### src/rtl/cadence_meas.sv
// Cadence period meter: times consecutive filtered pedal rises in prescaled ticks
// and reports the latest period, a 4-sample floor average and a not-pedaling flag.
module cadence_meas #(
    parameter int unsigned FAST_SIM     = 0,
    parameter int unsigned PRESC_W      = 10,
    parameter int unsigned PRESC_W_FAST = 4,
    parameter int unsigned CNT_W        = 8,
    parameter int unsigned MIN_PER      = 2
) (
    input  logic             clk,
    input  logic             rst_n,
    input  logic             cadence_rise,
    output logic [CNT_W-1:0] cadence_per,
    output logic [CNT_W-1:0] cadence_avg,
    output logic             cadence_vld,
    output logic             not_pedaling
);

    localparam int unsigned PW    = (FAST_SIM != 0) ? PRESC_W_FAST : PRESC_W;
    localparam int unsigned SUM_W = CNT_W + 2;
    localparam logic [CNT_W-1:0] MAX = {CNT_W{1'b1}};

    localparam logic [1:0] ST_STOPPED = 2'd0;
    localparam logic [1:0] ST_ARMED   = 2'd1;
    localparam logic [1:0] ST_RUN     = 2'd2;

    logic [1:0]            state_q, state_d;
    logic [PW-1:0]         pre_q, pre_d;
    logic [CNT_W-1:0]      per_q, per_d;
    logic [CNT_W-1:0]      cper_q, cper_d;
    logic [3:0][CNT_W-1:0] hist_q, hist_d;
    logic                  vld_q, vld_d;
    logic                  np_q, np_d;

    logic                  tick_c;
    logic                  sat_c;
    logic                  accept_c;
    logic [CNT_W-1:0]      cap_c;
    logic [SUM_W-1:0]      sum_c;

    // A tick on the capture edge is still counted, saturating at MAX.
    always_comb begin
        tick_c   = (pre_q == {PW{1'b1}});
        cap_c    = (per_q == MAX) ? MAX : per_q + CNT_W'(tick_c);
        sat_c    = tick_c && (per_q == MAX - CNT_W'(1));
        accept_c = cadence_rise && ((state_q == ST_STOPPED) || (cap_c >= CNT_W'(MIN_PER)));
    end

    always_comb begin
        state_d = state_q;
        pre_d   = pre_q + PW'(1);
        per_d   = (tick_c && (per_q != MAX)) ? per_q + CNT_W'(1) : per_q;
        cper_d  = cper_q;
        hist_d  = hist_q;
        vld_d   = 1'b0;

        if (accept_c) begin
            pre_d = '0;
            per_d = '0;
        end

        // An accepted rise takes priority over a same-edge saturation.
        case (state_q)
            ST_STOPPED: begin
                if (accept_c) state_d = ST_ARMED;
            end
            ST_ARMED: begin
                if (accept_c) begin
                    cper_d  = cap_c;
                    hist_d  = {4{cap_c}};
                    vld_d   = 1'b1;
                    state_d = ST_RUN;
                end else if (sat_c) begin
                    state_d = ST_STOPPED;
                end
            end
            ST_RUN: begin
                if (accept_c) begin
                    cper_d = cap_c;
                    hist_d = {hist_q[2:0], cap_c};
                    vld_d  = 1'b1;
                end else if (sat_c) begin
                    state_d = ST_STOPPED;
                    cper_d  = MAX;
                    hist_d  = {4{MAX}};
                end
            end
            default: state_d = ST_STOPPED;
        endcase

        np_d = (state_d != ST_RUN);
    end

    always_ff @(posedge clk or negedge rst_n) begin
        if (!rst_n) begin
            state_q <= ST_STOPPED;
            pre_q   <= '0;
            per_q   <= '0;
            cper_q  <= MAX;
            hist_q  <= {4{MAX}};
            vld_q   <= 1'b0;
            np_q    <= 1'b1;
        end else begin
            state_q <= state_d;
            pre_q   <= pre_d;
            per_q   <= per_d;
            cper_q  <= cper_d;
            hist_q  <= hist_d;
            vld_q   <= vld_d;
            np_q    <= np_d;
        end
    end

    // Average tracks the history registers directly, so it is ready with the strobe.
    always_comb begin
        sum_c = SUM_W'(hist_q[0]) + SUM_W'(hist_q[1]) + SUM_W'(hist_q[2]) + SUM_W'(hist_q[3]);
    end

    assign cadence_avg  = sum_c[SUM_W-1:2];
    assign cadence_per  = cper_q;
    assign cadence_vld  = vld_q;
    assign not_pedaling = np_q;

endmodule

### config.mk
export PLATFORM = sky130hd
export DESIGN_NAME = cadence_meas
export DESIGN_NICKNAME = d
export VERILOG_FILES = /design/src/rtl/cadence_meas.sv
export SDC_FILE = /design/constraint.sdc
export NUM_CORES = 1
export LEC_CHECK = 0
export CORE_ASPECT_RATIO = 1.1
export CORE_MARGIN = 8
export CORE_UTILIZATION = 59
export DETAILED_ROUTE_END_ITERATION = 8
export DONT_BUFFER_PORTS = 1
export GPL_TIMING_DRIVEN = 0
export PLACE_DENSITY = 0.76
export SLEW_MARGIN = 20
export SYNTH_ARGS = -nofsm -noshare
export SYNTH_HDL_FRONTEND = slang
export SYNTH_SLANG_ARGS = --single-unit
### constraint.sdc
create_clock -name clk -period 4.59 [get_ports clk]
set_input_delay 0.918 -clock clk [delete_from_list [all_inputs] [get_ports clk]]
set_output_delay 0.918 -clock clk [all_outputs]
set_load 0.05 [all_outputs]
=== After elaboration in Yosys (flattened, before gate mapping) ===
Cells that the tools add are included.

* Register bits after elaboration: 62
* Bits of input ports: 3
* Word-level logic and storage cells: 54

* Add/subtract/negate cells: 6
* Order comparisons: 1
* Equal/unequal tests: 9
* Muxes and demuxes: 19
* Reductions and logical operators: 9

{| class="wikitable"
|+ Operators with widths
! kind !! number
|-
| 32-bit 2-to-1 mux || 3
|-
| 32-bit case mux with 2 select lines || 1
|-
| 8-bit 2-to-1 mux || 6
|-
| 8-bit == test, second input constant || 2
|-
| 8-bit case mux with 2 select lines || 1
|-
| 10-bit by 1-bit adder with 10-bit output, second input constant || 1
|-
| 10-bit by 8-bit adder with 10-bit output || 1
|-
| 9-bit by 8-bit adder with 10-bit output || 1
|-
| 10-bit == test, second input constant || 1
|-
| 10-bit 2-to-1 mux || 1
|-
| 8-bit by 8-bit adder with 9-bit output || 1
|-
| 8-bit by 1-bit adder with 8-bit output || 1
|-
| 8-bit by 1-bit adder with 8-bit output, second input constant || 1
|-
| 8-bit by 2-bit >= comparator with 1-bit output, second input constant || 1
|-
| 2-bit 2-to-1 mux || 4
|-
| 8-bit inequality test, second input constant || 1
|-
| 2-bit case mux with 3 select lines || 1
|-
| 2-bit inequality test, second input constant || 2
|-
| 2-bit nonzero test || 2
|-
| 1-bit logical AND || 3
|-
| 3-bit inequality test, second input constant || 1
|-
| 3-bit AND reduction || 1
|-
| 2-bit by 1-bit == test with 1-bit output, second input constant || 1
|-
| 2-bit == test, second input constant || 1
|-
| 4 further kinds || 5
|}

=== Logic depth before layout (Yosys ltp) ===
* Word-level depth: 9
* Depth in mapped cells: 15
* Mapped depth without buffers: 13

=== Worst setup path after synthesis ===
OpenSTA, ideal clock, no wires.

* Path type: flip-flop to output port
* Start point: reg hist_q[10] (netlist name)
* End point: out cadence_avg[5]
* Data arrival time: 3.418 ns
* Data required time: 3.672 ns
* Path slack: 0.254 ns
* Stages on the path, launching flop included: 11
* Cell sequence: dfstp_2 > fa_1 > fa_1 > inv_1 > fa_1 > nor2b_1 > o21ai_0 > a21boi_0 > o21a_1 > nor2_1 > xnor2_1

* Longest elaborated chain between the ends: 3

{| class="wikitable"
|+ RTL lines
! element !! RTL line !! text
|-
| start, declared || 31 || <nowiki>logic [3:0][CNT_W-1:0] hist_q, hist_d;</nowiki>
|-
| start signal, assigned || 100 || <nowiki>hist_q <= {4{MAX}};</nowiki>
|-
| start signal, assigned || 108 || <nowiki>hist_q <= hist_d;</nowiki>
|-
| 8-bit by 8-bit adder with 9-bit output || 116 || <nowiki>sum_c = SUM_W'(hist_q[0]) + SUM_W'(hist_q[1]) + SUM_W'(hist_q[2]) + SUM_W'(hist_q[3]);</nowiki>
|-
| 9-bit by 8-bit adder with 10-bit output || 116 ||
|-
| 10-bit by 8-bit adder with 10-bit output || 116 ||
|-
| end, declared || 14 || <nowiki>output logic [CNT_W-1:0] cadence_avg,</nowiki>
|}

No other way between the ends.

=== Worst setup path in the final report ===
Same ends and word-level chain as after synthesis.

==> impl_metrics.env <==
export IMPL_status="complete, no violations"
export IMPL_reg2reg_depth=13
export IMPL_drt_iter0_markers=98
export IMPL_crit_family="adder cells"
export IMPL_grt_overflow=0
export IMPL_cts_tree="done"
export IMPL_fin_skew_ns=0.00999
export IMPL_area_delta_synth_final_pct=6.89
export IMPL_hp_class="input pin to asynchronous set/reset pin"
export IMPL_start_util=0.603
export IMPL_critPathMaxFanout=3
export IMPL_dp_cells=432
export IMPL_synth_top_area_cell="dfstp_2"
export IMPL_synth_top_area_frac=0.253
export IMPL_rows=29
export IMPL_cpMaxStageDelayCell="dfstp_2"
export IMPL_crit_chain="fa_1 -> fa_1 -> inv_1 -> fa_1 -> nor2b_1 -> o21ai_0 -> a21boi_1 -> o21a_1 -> nor2_1 -> xnor2_4"
export IMPL_ctsHoldBuffers=0
export IMPL_final_cells=441
export IMPL_io_buffer_count=0
export IMPL_startpoint_type="flip-flop"
export IMPL_drive_gt1_frac=0.201
export IMPL_yosys_cell_types_count=46
export IMPL_crit_cells=10
export IMPL_async_flop_share=1.00
export IMPL_die_area_sq_um=8520
export IMPL_syn_inst=355
export IMPL_synth_edf_count=0
export IMPL_nNetsFinal=398
export IMPL_cts_made_buffers=5
export IMPL_grt_start_max_net_pins=55
export IMPL_insertedDiodeCount=0
export IMPL_post_drt_via_cell_ratio=5.52
export IMPL_grt_usage=0.168
export IMPL_numClockSinks=54
export IMPL_whs_ns=0.293
export IMPL_dp_hpwl_mm=4.91
export IMPL_grt_pass1_wl_mm=11.3
export IMPL_yosys_top_cells_area="dfstp_2 25%, dfrtp_1 15%, fa_1 9.3%"
export IMPL_coreArea_sq_um=5700
export IMPL_crit_buf_inv=1
export IMPL_wl_mm=6.39
export IMPL_cts_htree_levels=2
export IMPL_netlist_area_sq_um=3430
export IMPL_vias=2433
export IMPL_max_freq_mhz=228
export IMPL_cts_root_buf="clkbuf_8"
export IMPL_synth_yosys_seq_area_share=0.406
export IMPL_gp_congestion=0.816
export IMPL_period_needed_ns=4.39
export IMPL_cp_common_cell="fa_1"
export IMPL_fillers=494
export IMPL_die_y_um=96.0
export IMPL_yosys_warnings=0
export IMPL_ys_flop_type="dfstp_2"
export IMPL_syn_avg_cell_area_sq_um=9.67
export IMPL_slowest_delay_ns=0.57
export IMPL_worst_setup_path_end_kind="primary output"
export IMPL_num_io_pins=21
export IMPL_fin_crit_sh=0.956
export IMPL_drtAntennaViolNets=0
export IMPL_finish_utilization=0.644
export IMPL_place_ws_ns=-0.0160
export IMPL_grt_setup_unrepaired="false"
export IMPL_synth_nets=390
export IMPL_die_x_um=88.7
export IMPL_yosys_register_bits=54
export IMPL_setup_ws_ns=0.202
export IMPL_drv_cap=0
export IMPL_finalSetupViolCount=0
export IMPL_cts_reportedPaths_clkPinSlew_ns=0.10
export IMPL_grt_pass1_vias=2474
export IMPL_dr_pass1_iters=4
export IMPL_worst_pin_slew_ns=1.10
export IMPL_wl_per_cell_um=14.5
export IMPL_insertion_delay_ns=0.31
export IMPL_crit_type="flip-flop to primary output"
export IMPL_crit_arrival_ns=3.47
export IMPL_final_max_slew_viol_count=0
export IMPL_worst_ep_required_time_ns=3.67
export IMPL_hold_violations=0
export IMPL_antenna_found_initial=0
export IMPL_drc_errors=0
export IMPL_cts_buffer_depth=2
export IMPL_relSlewSlack=0.263
## flip-flops by register name, summed over array words and instances, names as in the netlist
register,flops
per_q,8
not_pedaling,1
cadence_per,8
pre_q,10
hist_q,24
cadence_vld,1
state_q,2
## cells by family (layout without fill, tap and decap cells)
logic type               Yosys count  count (layout)  synth area share
AO/OA/AOI/OAI                     84              84             0.143
XOR/XNOR                          23              23            0.0587
adder cells (fa/ha/maj)           32              32             0.152
buffers and inverters             39              48            0.0652
flip-flops                        54              54             0.406
multiplexers                       4               4            0.0120
AND/OR/NAND/NOR                  119             119             0.164
## placed cells by master (no fill, tap or decap), drive strengths merged, types with 2 or more instances in the layout
master,synthesis,final
ha,16,16
or3,3,3
a21oi,5,5
o21ai,51,51
dfstp,33,33
xnor2,7,7
nand3,13,13
o22ai,8,8
nor2b,4,4
buf,22,23
clkbuf,3,9
and3,3,3
a211oi,2,2
inv,14,16
o221ai,2,2
a21o,2,2
nor3,4,4
and2,4,4
or2,2,2
fa,16,16
nor2,33,33
a31oi,8,8
xor2,16,16
nand2b,5,5
mux2i,3,3
nand4,2,2
and4,3,3
dfrtp,21,21
nand2,41,41
## per-stage QoR
| step | setup TNS, ns | instance area (sq um) |
|---|---|---|
| CTS | 0 | 3660 |
| global placement | 0 | 3530 |
| detailed placement | -0.0160 | 3530 |
| finish | 0 | 3670 |
| global route | 0 | 3670 |
| floorplan | 0 | 3430 |
## cell type report
cell class	count	area, sq um	area share
sequential	54	1390	0.379
clock inverter	2	15.0	0.00409
multi-input combinational	262	1850	0.505
tap	77	96.3	0.0263
inverter	14	52.6	0.0143
timing repair buffer	1	7.51	0.00205
clock buffer	6	82.6	0.0225
buffer	25	171	0.0467
## routing by layer
| layer | up-vias | part of all wire | global-route usage |
|---|---|---|---|
| li1 | 1214 | - | - |
| met1 | 1180 | 0.44 | 0.202 |
| met2 | 32 | 0.50 | 0.288 |
| met3 | 7 | 0.039 | 0.0367 |
| met4 | 0 | 0.016 | 0.0592 |
| met5 | - | 0 | 0 |
## final timing paths
kind | start | to | slack (ns)
max | hist_q[10]$_DFFE_PN1P_ | cadence_avg[5] | 0.20
min | rst_n | per_q[0]$_DFFE_PN0P_ | 0.29
max reg2reg | pre_q[0]$_DFF_PN0_ | cadence_per[0]$_DFFE_PN1P_ | 1.14
min reg2reg | hist_q[28]$_DFFE_PN1P_ | hist_q[28]$_DFFE_PN1P_ | 0.48
max in group asynchronous | rst_n | cadence_per[0]$_DFFE_PN1P_ | 4.09
min in group clk | hist_q[28]$_DFFE_PN1P_ | hist_q[28]$_DFFE_PN1P_ | 0.48
## cell usage after synthesis, types with 3 or more instances
library cell / instances
xor2_1: 16
or3_1: 3
and2_1: 4
nand3_1: 13
nand2_1: 41
nor2b_1: 4
nand2b_1: 5
o21ai_0: 30
and3_1: 3
buf_2: 4
mux2i_1: 3
ha_1: 16
o22ai_1: 7
a21oi_1: 5
inv_1: 14
buf_6: 3
a31oi_1: 8
and4_1: 3
o21ai_1: 21
fa_1: 16
nor3_1: 3
dfstp_2: 33
nor2_1: 33
dfrtp_1: 21
xnor2_1: 7
buf_4: 13
## repair_timing
item,in CTS,in global routing
pin swaps,0,2
hold endpoints to repair,0,0
buffers inserted,0,1
endpoints found under the setup margin,4,2
resized for setup,5,1
Power is left out: the tool's default activity adds up to more than one toggle a clock period on the data nets, which glitch-free logic cannot reach.
